## config.mk

```make
export PLATFORM = sky130hd
export DESIGN_NAME = lcd_ctrl
export DESIGN_NICKNAME = d
export VERILOG_FILES = /design/src/rtl/lcd_pkg.sv /design/src/rtl/lcd_timer.sv /design/src/rtl/lcd_ctrl.sv
export SDC_FILE = /design/constraint.sdc
export NUM_CORES = 1
export LEC_CHECK = 0
export ABC_AREA = 1
export ABC_CLOCK_PERIOD_IN_PS = 2200
export BUFFER_PORTS_ARGS = -buffer_cell sky130_fd_sc_hd__buf_2
export CAP_MARGIN = 15
export CORE_MARGIN = 1.5
export CORE_UTILIZATION = 55
export CTS_BUF_LIST = sky130_fd_sc_hd__clkbuf_16
export DETAILED_ROUTE_END_ITERATION = 6
export GPL_ROUTABILITY_DRIVEN = 1
export HOLD_SLACK_MARGIN = 0.02
export PLACE_DENSITY = 0.83
export SETUP_SLACK_MARGIN = 0.1
export SYNTH_ARGS = -nofsm -noshare
export SYNTH_HDL_FRONTEND = slang
export SYNTH_SLANG_ARGS = --single-unit
export TNS_END_PERCENT = 5
```

## constraint.sdc

```tcl
create_clock -name i_clk -period 2.2 [get_ports i_clk]
set_input_delay 0.22 -clock i_clk [delete_from_list [all_inputs] [get_ports i_clk]]
set_output_delay 0.22 -clock i_clk [all_outputs]
set_load 0.01 [all_outputs]
```

## src/rtl/lcd_pkg.sv

```systemverilog
// Shared types and constants for the HD44780-style LCD write controller.
package lcd_pkg;

   typedef enum logic [2:0] {
      ST_PWRUP,
      ST_INIT,
      ST_IDLE,
      ST_SETUP,
      ST_PULSE,
      ST_HOLD,
      ST_WAIT
   } lcd_state_e;

   localparam int LCD_ON_BIT   = 31;
   localparam int LCD_EN_BIT   = 10;
   localparam int LCD_RS_BIT   = 9;
   localparam int LCD_RW_BIT   = 8;
   localparam int LCD_DATA_MSB = 7;
   localparam int LCD_DATA_LSB = 0;

   // Function set 8-bit/2-line, display on, clear, entry mode increment.
   localparam logic [7:0] INIT_CMDS [4] = '{8'h38, 8'h0C, 8'h01, 8'h06};

   function automatic int max_int(input int a, input int b);
      return (a > b) ? a : b;
   endfunction

   // Clear (0x01) and home (0x02/0x03) need the long execution wait.
   function automatic logic is_long_cmd(input logic rs, input logic [7:0] data);
      return !rs && (data[7:2] == 6'd0) && (data != 8'd0);
   endfunction

endpackage

```

## src/rtl/lcd_timer.sv

```systemverilog
// Loadable down-counter that saturates at zero; shared by every timed state.
module lcd_timer #(
   parameter int             W       = 8,
   parameter logic [W-1:0]   RST_VAL = '0
) (
   input  logic         i_clk,
   input  logic         i_rst,
   input  logic         i_load,
   input  logic [W-1:0] i_load_val,
   output logic         o_zero
);

   logic [W-1:0] r_cnt;

   always_ff @(posedge i_clk) begin
      if (i_rst) begin
         r_cnt <= RST_VAL;
      end else if (i_load) begin
         r_cnt <= i_load_val;
      end else if (r_cnt != '0) begin
         r_cnt <= r_cnt - W'(1);
      end
   end

   assign o_zero = (r_cnt == '0);

endmodule

```

## src/rtl/lcd_ctrl.sv

```systemverilog
// LCD write controller: power-up delay, fixed init sequence, then
// request-driven command/data writes with SETUP/PULSE/HOLD/WAIT timing.
module lcd_ctrl
   import lcd_pkg::*;
#(
   parameter int PWRUP_CYC    = 750000,
   parameter int SETUP_CYC    = 2,
   parameter int PULSE_CYC    = 12,
   parameter int HOLD_CYC     = 2,
   parameter int CMD_WAIT_CYC = 2000,
   parameter int CLR_WAIT_CYC = 82000
) (
   input  logic        i_clk,
   input  logic        i_rst,
   input  logic        i_req_vld,
   output logic        o_req_rdy,
   input  logic        i_req_rs,
   input  logic [7:0]  i_req_data,
   input  logic        i_lcd_on,
   output logic [31:0] o_lcd,
   output logic        o_busy,
   output logic        o_init_done
);

   localparam int MAX_CYC = max_int(max_int(max_int(PWRUP_CYC, SETUP_CYC),
                                            max_int(PULSE_CYC, HOLD_CYC)),
                                    max_int(CMD_WAIT_CYC, CLR_WAIT_CYC));
   localparam int TW = $clog2(MAX_CYC) + 1;

   localparam logic [TW-1:0] L_PWRUP = TW'(PWRUP_CYC - 1);
   localparam logic [TW-1:0] L_SETUP = TW'(SETUP_CYC - 1);
   localparam logic [TW-1:0] L_PULSE = TW'(PULSE_CYC - 1);
   localparam logic [TW-1:0] L_HOLD  = TW'(HOLD_CYC - 1);
   localparam logic [TW-1:0] L_CMD   = TW'(CMD_WAIT_CYC - 1);
   localparam logic [TW-1:0] L_CLR   = TW'(CLR_WAIT_CYC - 1);

   generate
      if (PWRUP_CYC < 1 || SETUP_CYC < 1 || PULSE_CYC < 1 || HOLD_CYC < 1 ||
          CMD_WAIT_CYC < 1 || CLR_WAIT_CYC < 1) begin : g_bad_param
         $error("lcd_ctrl: every cycle parameter must be >= 1");
      end
   endgenerate

   lcd_state_e      r_state;
   logic            r_en;
   logic            r_rs;
   logic [7:0]      r_data;
   logic            r_on;
   logic            r_init_done;
   logic [1:0]      r_idx;

   logic            w_zero;
   logic            w_ld;
   logic [TW-1:0]   w_ld_val;
   logic            w_long;

   assign w_long = is_long_cmd(r_rs, r_data);

   // Counter reload happens on the same edge as the state change it times.
   always_comb begin
      w_ld     = 1'b0;
      w_ld_val = '0;
      unique case (r_state)
         ST_PWRUP: w_ld = w_zero;
         ST_INIT:  begin w_ld = 1'b1;      w_ld_val = L_SETUP; end
         ST_IDLE:  begin w_ld = i_req_vld; w_ld_val = L_SETUP; end
         ST_SETUP: begin w_ld = w_zero;    w_ld_val = L_PULSE; end
         ST_PULSE: begin w_ld = w_zero;    w_ld_val = L_HOLD;  end
         ST_HOLD:  begin w_ld = w_zero;    w_ld_val = w_long ? L_CLR : L_CMD; end
         ST_WAIT:  w_ld = w_zero;
         default:  ;
      endcase
   end

   lcd_timer #(.W(TW), .RST_VAL(L_PWRUP)) u_timer (
      .i_clk      (i_clk),
      .i_rst      (i_rst),
      .i_load     (w_ld),
      .i_load_val (w_ld_val),
      .o_zero     (w_zero)
   );

   always_ff @(posedge i_clk) begin
      if (i_rst) begin
         r_state     <= ST_PWRUP;
         r_en        <= 1'b0;
         r_rs        <= 1'b0;
         r_data      <= 8'd0;
         r_on        <= 1'b0;
         r_init_done <= 1'b0;
         r_idx       <= 2'd0;
      end else begin
         r_on <= i_lcd_on;
         unique case (r_state)
            ST_PWRUP: if (w_zero) r_state <= ST_INIT;
            ST_INIT: begin
               r_rs    <= 1'b0;
               r_data  <= INIT_CMDS[r_idx];
               r_state <= ST_SETUP;
            end
            ST_IDLE: if (i_req_vld) begin
               r_rs    <= i_req_rs;
               r_data  <= i_req_data;
               r_state <= ST_SETUP;
            end
            ST_SETUP: if (w_zero) begin
               r_en    <= 1'b1;
               r_state <= ST_PULSE;
            end
            ST_PULSE: if (w_zero) begin
               r_en    <= 1'b0;
               r_state <= ST_HOLD;
            end
            ST_HOLD: if (w_zero) r_state <= ST_WAIT;
            ST_WAIT: if (w_zero) begin
               if (r_init_done) begin
                  r_state <= ST_IDLE;
               end else if (r_idx == 2'd3) begin
                  r_init_done <= 1'b1;
                  r_state     <= ST_IDLE;
               end else begin
                  r_idx   <= r_idx + 2'd1;
                  r_state <= ST_INIT;
               end
            end
            default: r_state <= ST_PWRUP;
         endcase
      end
   end

   assign o_req_rdy   = (r_state == ST_IDLE);
   assign o_busy      = (r_state != ST_IDLE);
   assign o_init_done = r_init_done;

   always_comb begin
      o_lcd                             = '0;
      o_lcd[LCD_ON_BIT]                 = r_on;
      o_lcd[LCD_EN_BIT]                 = r_en;
      o_lcd[LCD_RS_BIT]                 = r_rs;
      o_lcd[LCD_RW_BIT]                 = 1'b0;
      o_lcd[LCD_DATA_MSB:LCD_DATA_LSB]  = r_data;
   end

endmodule

```

* After elaboration in Yosys (flattened, before gate mapping)
Cells that the tools add are included.
** Word-level totals
- Input bits :: 13
- Output and inout bits :: 35
- Register bits :: 38
- Word-level logic and storage cells :: 72
** Cells by class
- Bitwise gates (word level) :: 3
- Muxes and demuxes :: 26
- Equality and inequality tests :: 14
- $lt $le $gt $ge :: 1
- Add/subtract/negate cells :: 2
- Reduce and logical (&&, ||, !) cells :: 18
** Operator list (number)
- case mux 17 bit (3 select lines) :: 1
- two-way mux 21 bit :: 2
- two-way mux 8 bit :: 3
- zero test 21 bit :: 1
- case mux 3 bit (7 select lines) :: 1
- nonzero test 21 bit :: 1
- subtractor 21 x 1 -> 21 bit (second input constant) :: 1
- two-way mux 3 bit :: 6
- two-way mux 17 bit :: 1
- binary-select mux 8 bit (select 2 bit) :: 1
- case mux 8 bit (2 select lines) :: 1
- != test 2 x 1 -> 1 bit (second input constant) :: 5
- == test 3 bit (second input constant) :: 3
- nonzero test 8 bit :: 1
- == test 3 x 2 -> 1 bit (second input constant) :: 2
- zero test 6 bit :: 1
- AND reduction 6 bit :: 1
- nonzero test 2 bit :: 3
- two-way mux 1 bit :: 5
- OR reduction 5 bit :: 1
- two-way mux 2 bit :: 2
- case mux 1 bit (2 select lines) :: 2
- AND reduction 2 bit :: 2
- AND reduction 4 bit :: 1
- other kinds (14) :: 16

* Logic depth before layout (Yosys ltp)
Gate-level depths: netlist of run 1.
- Depth in word-level cells :: 6
- Mapped depth :: 12
- Gate-level depth less buffers :: 11

* Hierarchy
From an unflattened synthesis of run 1, not the netlist that was laid out.
** Unflattened totals
- Cell total of the unflattened synthesis :: 368
- Area total of the unflattened synthesis :: 2498.6 um2
** Modules (own cells, without submodules)
- lcd_timer :: instances 1, cells each 206, sequential area each 420.4 um2, area an instance 1400.1 um2
- lcd_ctrl :: instances 1, cells each 162, sequential area each 340.3 um2, area an instance 1098.6 um2

* Least setup slack after synthesis of run 1
Ideal clock, no wire load.
- Kind :: register to register
- From :: reg u_timer.r_cnt[0]
- To :: reg u_timer.r_cnt[2]
- Stages on the path, launching flop included :: 13
- Setup time :: 126 ps
- Period minus slack after synthesis :: 1544 ps
- Buffers on the path :: 1
- Arrival :: 1419 ps
- Slack :: 656 ps
- Required time :: 2074 ps
- Path through :: dfxtp_1 inv_1 ha_1 nand2_1 nor2_2 nand3_4 nand2_8 nand2_8 buf_6 nand2_1 nand2_1 nand2_1 nand2_1
** On the way
- Longest elaborated chain between the ends :: 3
- Elaborated cells between the ends (all ways) :: 7
- Classes of those cells :: 1 x add/sub; 3 x mux; 3 x reduce/logical
** Ends and longest elaborated chain
- from (decl) :: RTL line lcd_timer.sv:13 : logic [W-1:0] r_cnt;
- from (signal assigned) :: RTL line lcd_timer.sv:19 : r_cnt <= i_load_val;
- from (signal assigned) :: RTL line lcd_timer.sv:21 : r_cnt <= r_cnt - W'(1);
- subtractor 21 x 1 -> 21 bit or zero test 21 bit (tied branches) :: RTL line lcd_timer.sv:21, lcd_timer.sv:25
- two-way mux 21 bit or case mux 1 bit (3 select lines) (tied branches) :: RTL line lcd_timer.sv:20, lcd_ctrl.sv:63
- two-way mux 21 bit or nonzero test 2 bit (tied branches)
Several ways; a longest one is shown, not always the timed one. The select of a mux whose other input is x is not followed.
A chain may end at the register's enable or synchronous reset.

* Worst setup path in the final report of run 1
- From :: reg u_timer.r_cnt[0]
- To :: reg u_timer.r_cnt[3]
Same word-level chain as after synthesis.

==> qor.csv, run 1 <==
metric,value,unit
relSlewSlack,53.51,%
layout_commonest_cell,nand2_1,
worst_slack,0.4008,ns
synthMuxAreaShare,0,%
preCtsSetupSlack,0.4426,ns
fmax,555.8,MHz
drt-total-wl,5.351,mm
rows,24,
clock_latency,0.29,ns
p_leak,1.318,nW
ys_types,32,
grt-ovfl-total,0,
seq_area_frac_synth,31.07,%
final_cell_mix,"120 x nand2_1, 49 x nor2_1, 38 x dfxtp_1",
hold_path.class,primary input to register,
synth_top_family_by_area,simple AND/OR/NAND/NOR gates,
synth_compound_area_share,7.307,%
place_congestion,1.010,
root_buffer,clkbuf_16,
diodes,0,
rsz0062_at_grt,no,
synth_edf_count,0,
ir_drop,0.6158,mV
arrival,2.02,ns
fin_skew,0.006363,ns
synth_cells,364,
setup_viol,0,
io_pins,48,
min_period,1.799,ns
drt-initial-drc-count,122,
cts.sinks,38,
yosys.area_share.simple,43.33,%
worst_pin_slew,0.6966,ns
fin_setup_tns,0,ns
die_w,69.73,um
coreArea,0.004324,sq mm
yosys.area_share.adder,2.555,%
cp-end-kind,register,
portBuffers,26,
numCtsBuffers,5,
path_max_fanout,19,
hpwl,3.992,mm
firstDrtPassIters,4,
syn-cell-area,0.002449,sq mm
critPathLaunchType,register,
path_clk_slew,0.06,ns
route.detailed.drc,0,
die-area,0.004862,sq mm
synth_ff_type,dfxtp_1,
area_growth,10.88,%
cts-hold-fix-buffers,0,
nFillCells,379,
vias_per_cell,5.163,
wl_per_cell,12.11,um
ys_async_sr_fraction,0,%
powerDensity,1222,mW/mm^2
cts_resized,0,
h-tree-depth,2,
crit_required,2.42,ns
cap_violations,0,
grt_pass1_wl,9.011,mm
synth_warnings,0,
ant_nets,0,
cts_tree,done,
status,"complete, no violations",
slew_violations,0,
cts.path.max_buffers,2,
synth.avg_cell_area,6.727,sq um
die_h,69.73,um
start_util,56.63,%
fin_nets,407,
ys_seq_elements,38,
grt_usage,22.94,%
synth-xor-area-share,3.219,%
antenna_found_initial,0,
grt_max_degree,24,
cts_setup_buffers,0,
vias,2282,
crit_type,register to register,
layout-drive-gt1-share,15.38,%
hold_violations,0,
grt_pass1_vias,2037,
fin_crit_sh,81.78,%
final timing paths:
check	from	end	slack, ns	cells past startpoint
setup reg to reg	u_timer.r_cnt[0]	u_timer.r_cnt[3]	0.40	10
hold / removal	i_lcd_on	r_on	0.13	3
hold reg to reg	r_en	r_en	0.46	2
setup / recovery	u_timer.r_cnt[0]	u_timer.r_cnt[3]	0.40	10
flip-flops by register name, summed over array words and instances, names as in the netlist:
name	cells
r_en	1
r_data	8
r_idx	2
r_on	1
r_state	3
u_timer.r_cnt	21
r_rs	1
o_init_done	1
through the flow:
step,cell area (sq um),power [W],hold slack [ns],instances,utilization (%)
after detailed placement,2521,0.002367,0.4271,434,58.30
after global routing,2715,0.003576,0.1380,442,62.79
final,2715,0.003318,0.1320,442,62.79
after CTS,2715,0.003329,0.1300,442,62.79
after floorplan,2524,0.002133,0.2891,384,-
after global placement,2521,0.002332,0.4214,434,58.30
critical path, cell delays in order, from the launching register on:
cell	delay (ns)
dfxtp_1	0.31
inv_1	0.17
ha_1	0.21
nand2_1	0.10
nor2_2	0.14
nand3_4	0.15
nand2_8	0.14
nand2_8	0.12
nand2_1	0.25
nand2_1	0.10
nand2_1	0.06
synthesized netlist by cell type, drive strengths merged, types with 3 or more instances:
master  instances  area [sq um]
dfxtp          38         760.7
nand2         126         530.5
xor2            7         61.31
nand3b          6         45.04
clkbuf          3         11.26
nand4           6         37.54
a31oi           6         37.54
nand3          22         135.1
inv            24         90.09
o21ai          12         63.81
ha              5         62.56
nor2           59         280.3
nor3            4         20.02
buf            27         201.4
a21oi          11         55.05
where the power goes:
group	total (W)	leakage, nW	switching (W)	internal [W]
registers	0.00107	0.312	0.000188	0.000882
clock network	0.000943	0.0940	0.000291	0.000651
logic	0.00131	0.913	0.000843	0.000462
total	0.00332	1.32	0.00132	0.00200
metal layers:
| metal | vias to the layer above | part of all wire, % | GRT usage, % |
|---|---|---|---|
| li1 | 1159 | - | - |
| met1 | 1042 | 42 | 27.43 |
| met2 | 71 | 50 | 41.03 |
| met3 | 10 | 6.0 | 5.814 |
| met4 | 0 | 1.5 | 5.769 |
| met5 | - | 0 | 0 |
kinds of logic (layout without fill, tap and decap cells):
group | after synthesis | count (layout)
xor+xnor | 9 | 9
other cells | 1 | 21
flops | 38 | 38
buf+inv | 54 | 60
compound gates | 32 | 32
simple gates | 225 | 225
fa+ha+maj | 5 | 5
layout make-up:
cell class	instances	area, sq um	share of cell area [%]
inverter	24	90.09	3.318
sequential	38	760.7	28.02
clock buffer	5	125.1	4.608
multi-input combinational	292	1460	53.78
clock inverter	3	68.82	2.535
tap	52	65.06	2.396
timing repair buffer	28	145.1	5.346
No activity file was read; power rests on OpenSTA's default activity.
==> run 2, diff against run 1 <==
--- a/config.mk
+++ b/config.mk
@@ -5,8 +5,8 @@
 export SDC_FILE = /design/constraint.sdc
 export NUM_CORES = 1
 export LEC_CHECK = 0
-export ABC_AREA = 1
-export ABC_CLOCK_PERIOD_IN_PS = 2200
+export ABC_AREA = 0
+export ABC_CLOCK_PERIOD_IN_PS = 1780
 export BUFFER_PORTS_ARGS = -buffer_cell sky130_fd_sc_hd__buf_2
 export CAP_MARGIN = 15
 export CORE_MARGIN = 1.5
==> constraint.sdc (replaced) <==
create_clock -name i_clk -period 1.78 [get_ports i_clk]
set_input_delay 0.178 -clock i_clk [delete_from_list [all_inputs] [get_ports i_clk]]
set_output_delay 0.178 -clock i_clk [all_outputs]
set_load 0.01 [all_outputs]
==> run 2 against run 1 <==
  * The run now ends with negative setup slack left
  * Sequential share of layout area is 2.5 points lower
  * Hold slack worse by 0.021 ns
  * Critical path depth down 4
==> qor.csv, run 2 <==
metric,value,unit,change
min_period,1.853,ns,+0.05420 ns
clock_latency,0.28,ns,about the same
top_regs,"u_timer.r_cnt: 21 flops, r_data: 8 flops, r_state: 3 flops",,
ant_nets,0,,unchanged
ir_drop,0.5879,mV,-4.5%
drt-initial-drc-count,83,,-32%
start_util,58.74,%,+2.1 points
wl_per_cell,15.66,um,+29%
die_h,69.30,um,-0.62%
synth.avg_cell_area,8.695,sq um,+29%
setup_viol,16,,+16
crit_required,1.93,ns,-0.49 ns
synth_warnings,0,,unchanged
hold_path.class,primary input to register,,
powerDensity,592.2,mW/mm^2,-52%
preCtsSetupSlack,-0.1209,ns,-0.5635 ns
grt_pass1_wl,9.839,mm,+9.2%
rsz0062_at_grt,yes,,
hold_violations,0,,unchanged
syn-cell-area,0.002417,sq mm,-1.3%
arrival,2.01,ns,about the same
synth_top_cell_by_area,dfxtp_1,,
cap_violations,0,,unchanged
portBuffers,26,,unchanged
grt_usage,25.66,%,+2.7 points
nFillCells,318,,-16%
fin_skew,0.006259,ns,-0.0001036 ns
vias_per_cell,5.691,,+10%
status,"complete, but fails checks",,
path_clk_slew,0.06,ns,about the same
layout-drive-gt1-share,35.21,%,+20 points
worstPathCellList,"or4_4, buf_6, nor3_4, nand3b_1, xor2_1, o21ai_1",,
regMostFlops,u_timer.r_cnt,,
synth_cells,278,,-24%
violations,negative setup slack,,
rows,23,,-4.2%
crit_type,register to register,,
area_growth,24.69,%,
cts.path.max_buffers,2,,unchanged
root_buffer,clkbuf_16,,
io_pins,48,,unchanged
vias,2208,,-3.2%
ys_async_sr_fraction,0,%,unchanged
seq_area_frac_synth,31.47,%,+0.40 points
route.detailed.drc,0,,unchanged
grt.busiest_layer,met2,,
layout_commonest_cell,buf_4,,
synth_edf_count,0,,unchanged
worst_slack,-0.07336,ns,-0.4742 ns
holdWs,0.1112,ns,-0.02080 ns
grt_use_met3,6.541,%,+0.73 points
grt_max_degree,23,,-4.2%
drt-total-wl,6.077,mm,+14%
grt-ovfl-total,0,,unchanged
largest_register_ffs,21,,unchanged
cts_tree,done,,
ys_types,58,,+81%
stdcell_count,388,,-12%
antenna_found_initial,0,,unchanged
critPathTopFamily,simple AND/OR/NAND/NOR gates,,
synth_ff_type,dfxtp_1,,
yosysTopAreaCellShare,31.47,%,+0.40 points
fmax,539.6,MHz,-2.9%
ff_latch_area,769.5,sq um,+1.2%
cp_slowest_stage_delay,0.54,ns,+0.23 ns
synth_common_cells,"38 x dfxtp_1, 30 x nor2_1, 24 x buf_4, 14 x nand2_1, 14 x xor2_1",,
p_leak,1.271,nW,-3.6%
fin_setup_tns,-0.7215,ns,-0.7215 ns
critPathLaunchType,register,,
cp_slowest_cell,or4_4,,
final_cell_mix,"41 x buf_4, 33 x dfxtp_1, 29 x nor2_1",,
die-area,0.004802,sq mm,-1.2%
grt_pass1_vias,2073,,+1.8%
yosys-top-cells-area,"dfxtp_1 31%, buf_4 7.5%, xor2_1 5.1%",,
path_max_fanout,5,,-14
cp-end-kind,register,,
ys_seq_elements,38,,unchanged
h-tree-depth,2,,unchanged
fin_nets,356,,-13%
multi_input_area,0.001525,sq mm,+4.5%
r2r_setup_slack,-0.07,ns,-0.47 ns
total_power,0.001785,W,-46%
place_congestion,0.9107,,-9.8%
firstDrtPassIters,4,,unchanged
numCtsBuffers,5,,unchanged
diodes,0,,unchanged
grtUsageMet1,30.48,%,+3.0 points
die_w,69.30,um,-0.62%
cts.sinks,38,,unchanged
fin_crit_sh,104.1,%,+22 points
coreArea,0.004115,sq mm,-4.8%
dp_cells,379,,-13%
hpwl,4.330,mm,+8.5%
crit_buf_inv,1,,unchanged
yosysMostFrequentCell,dfxtp_1,,
grt_use_met2,44.55,%,+3.5 points
slew_violations,0,,unchanged
## run 2: cell families (layout without fill, tap and decap cells)
kind of cell | Yosys count | count (layout) | share of synthesized area [%]
xor gates and xnor gates | 18 | 18 | 6.522
other | 1 | 21 | 0.1551
and+or+nand+nor | 105 | 105 | 28.16
adders and majority gates | 5 | 5 | 2.588
buffers and inverters | 47 | 87 | 12.32
DFF | 38 | 38 | 31.47
AOI/OAI and AO/OA | 60 | 60 | 17.13
muxes | 4 | 4 | 1.656
## run 2: power breakdown
| group | total [W] | internal (W) | switching [W] |
|---|---|---|---|
| Sequential | 0.000865 | 0.000858 | 0.00000685 |
| Clock | 0.000825 | 0.000500 | 0.000325 |
| Combinational | 0.0000948 | 0.0000368 | 0.0000580 |
| Total | 0.00178 | 0.00139 | 0.000390 |
## run 2: cell type report
| cell class | instances | share of cell area [%] |
|---|---|---|
| inverter | 8 | 0.9963 |
| multi-input combinational | 213 | 50.60 |
| clock inverter | 2 | 0.2491 |
| sequential | 38 | 25.53 |
| tap | 50 | 2.076 |
| clock buffer | 5 | 4.151 |
| timing repair buffer | 72 | 16.40 |
## run 2: per-stage QoR
| stage | util [%] | area [sq um] |
|---|---|---|
| floorplan | - | 2510 |
| global route | 73.24 | 3014 |
| detailed placement | 67.13 | 2763 |
| CTS | 72.45 | 2982 |
| finish | 73.24 | 3014 |
| global placement | 67.13 | 2763 |
## run 2: final timing paths
kind	start	endpoint	cells after the start
hold reg to reg	o_init_done	o_init_done	2
setup reg to reg	u_timer.r_cnt[5]	u_timer.r_cnt[13]	6
setup / recovery	u_timer.r_cnt[5]	u_timer.r_cnt[13]	6
hold / removal	i_lcd_on	r_on	2
## run 2: per-layer routing
| metal | up-vias | part of all wire (%) |
|---|---|---|
| met5 | - | 0 |
| met2 | 67 | 52 |
| met1 | 1066 | 42 |
| met3 | 12 | 4.6 |
| li1 | 1063 | - |
| met4 | 0 | 1.6 |
## run 2: timing repair
action | in CTS | in global routing
resized for setup | 20 | 8
cloned | 0 | 0
hold endpoints to repair | 0 | 0
setup endpoints to repair | 31 | 33
setup buffers | 2 | 0
hold buffers | 0 | 0
pin swaps | 12 | 8
==> run 3, diff against run 2 <==
--- a/config.mk
+++ b/config.mk
@@ -20,4 +20,4 @@
 export SYNTH_ARGS = -nofsm -noshare
 export SYNTH_HDL_FRONTEND = slang
 export SYNTH_SLANG_ARGS = --single-unit
-export TNS_END_PERCENT = 5
+export TNS_END_PERCENT = 10
==> run 3 against run 2 <==
  * The flow still finishes with violations (negative setup slack)
  * Non-clock buffer count up 1
  * Hold slack worse by 0.0013 ns
  * Sequential share of layout area shrank 0.67 points
  * Setup slack improved by 0.0076 ns
==> qor.csv, run 3 (synthesis results as in run 2) <==
metric,value,unit,change
status,"complete, but fails checks",,
violations,negative setup slack,,
grt-ovfl-total,0,,unchanged
hpwl,4.330,mm,unchanged
reg2reg_to,u_timer.r_cnt[13],,
io_pins,48,,unchanged
preCtsSetupSlack,-0.1209,ns,unchanged
place_congestion,0.9107,,unchanged
top_regs,"u_timer.r_cnt: 21 flops, r_data: 8 flops, r_state: 3 flops",,
die_w,69.30,um,unchanged
grt_max_degree,23,,unchanged
firstDrtPassIters,5,,+1
die-area,0.004802,sq mm,unchanged
grt_pass1_wl,9.839,mm,unchanged
vias_per_cell,5.828,,+2.4%
cts_tree,done,,
drt-total-wl,6.361,mm,+4.7%
worst_slack,-0.06572,ns,+0.007643 ns
fin_nets,357,,+0.28%
diodes,0,,unchanged
crit_type,register to register,,
antenna_found_initial,0,,unchanged
setup_viol,15,,-1
clock_latency,0.29,ns,about the same
p_leak,1.280,nW,+0.73%
r2r_setup_slack,-0.07,ns,about the same
min_period,1.846,ns,-0.007643 ns
route.detailed.drc,0,,unchanged
r2r-start,u_timer.r_cnt[5],,
final_cell_mix,"40 x buf_4, 32 x dfxtp_1, 28 x nor2_1",,
vias,2267,,+2.7%
portBuffers,26,,unchanged
rows,23,,unchanged
layout-drive-gt1-share,37.76,%,+2.6 points
root_buffer,clkbuf_16,,
ant_nets,0,,unchanged
cts.sinks,38,,unchanged
powerDensity,580.8,mW/mm^2,-1.9%
hold_path.class,primary input to register,,
final_cell_area,0.003100,sq mm,+2.9%
start_util,58.74,%,unchanged
wl_per_cell,16.35,um,+4.4%
layout_commonest_cell,buf_4,,
setup.worst_path.start,u_timer.r_cnt[5],,
area_growth,28.26,%,
arrival,2.00,ns,about the same
postPlaceCellArea,0.002763,sq mm,unchanged
die_h,69.30,um,unchanged
path_clk_slew,0.06,ns,about the same
coreArea,0.004115,sq mm,unchanged
fin_skew,0.007039,ns,+0.0007800 ns
h-tree-depth,2,,unchanged
numCtsBuffers,5,,unchanged
grt_usage,25.66,%,unchanged
cp-end-kind,register,,
cts.path.max_buffers,2,,unchanged
crit_required,1.93,ns,about the same
fmax,541.8,MHz,+0.41%
path_max_fanout,5,,unchanged
fin_crit_sh,103.7,%,-0.43 points
cap_violations,0,,unchanged
hold_violations,0,,unchanged
cp-endpoint,u_timer.r_cnt[13],,
cts-hold-fix-buffers,0,,unchanged
ir_drop,0.6206,mV,+5.6%
grt_pass1_vias,2069,,-0.19%
regMostFlops,u_timer.r_cnt,,
r2r_cells,6,,unchanged
slew_violations,0,,unchanged
largest_register_ffs,21,,unchanged
critPathLaunchType,register,,
drt-initial-drc-count,95,,+14%
rsz0062_at_grt,yes,,
run 3: cell count changes in the layout (fill, tap and decap cells not counted), moves of 2 or more:
cell / previous run / this run
inv_2: 2 / 0
inv_4: 0 / 2
nor2_4: 0 / 2
ha_4: 0 / 2
buf_6: 5 / 7
run 3: cell type report:
cell class | instances | area [sq um]
clock buffer | 5 | 125.1
clock inverter | 2 | 7.507
fill | 302 | 1015
inverter | 8 | 35.03
multi-input combinational | 213 | 1590
sequential | 38 | 770.7
tap | 50 | 62.56
timing repair buffer | 73 | 509.2
run 3: power by group:
part | internal [W] | leakage, nW | switching (W)
Clock | 0.000500 | 0.0723 | 0.000330
Sequential | 0.000858 | 0.307 | 0.00000821
Combinational | 0.0000404 | 0.901 | 0.0000642
run 3: through the flow:
stage	util [%]	hold WS, ns	setup TNS, ns	cells	power, W
final	75.34	0.1099	-0.4129	389	0.001801
after global routing	75.34	0.1258	-1.782	389	0.001865
after CTS	72.45	0.1144	-0.1872	388	0.001797
after detailed placement	67.13	0.4029	-0.8932	379	0.0009709
after global placement	67.13	0.4081	-0.1785	379	0.0009694
after floorplan	-	0.2496	0	298	0.0009717
run 3: metal layers:
| metal | vias up | wire length, um | GRT usage (%) |
|---|---|---|---|
| met5 | - | 0 | 0 |
| met4 | 0 | 155 | 9.150 |
| met3 | 19 | 348 | 6.541 |
| met2 | 79 | 3331 | 44.55 |
| met1 | 1096 | 2526 | 30.48 |
| li1 | 1073 | - | - |
run 3: repair_timing:
item / CTS / global route
gates cloned: 0 / 0
pin swaps: 16 / 12
setup endpoints to repair: 31 / 33
buffers inserted: 2 / 1
gates resized for setup: 20 / 25
run 3: how the worst min path moves through the flow:
stage | startpoint | endpoint | depth (start not counted)
global route | i_lcd_on | r_on | 2
CTS | i_lcd_on | r_on | 2
detailed placement | i_lcd_on | r_on | 2
finish | i_lcd_on | r_on | 2
global placement | i_lcd_on | r_on | 2
floorplan | i_rst | r_on | 1
run 3: worst max-delay path, stage by stage, from the launching register on:
cell	delay, ns
dfxtp_2	0.33
or4_4	0.54
buf_6	0.15
nor3_4	0.29
nand3b_1	0.14
xor2_1	0.20
o21ai_1	0.08
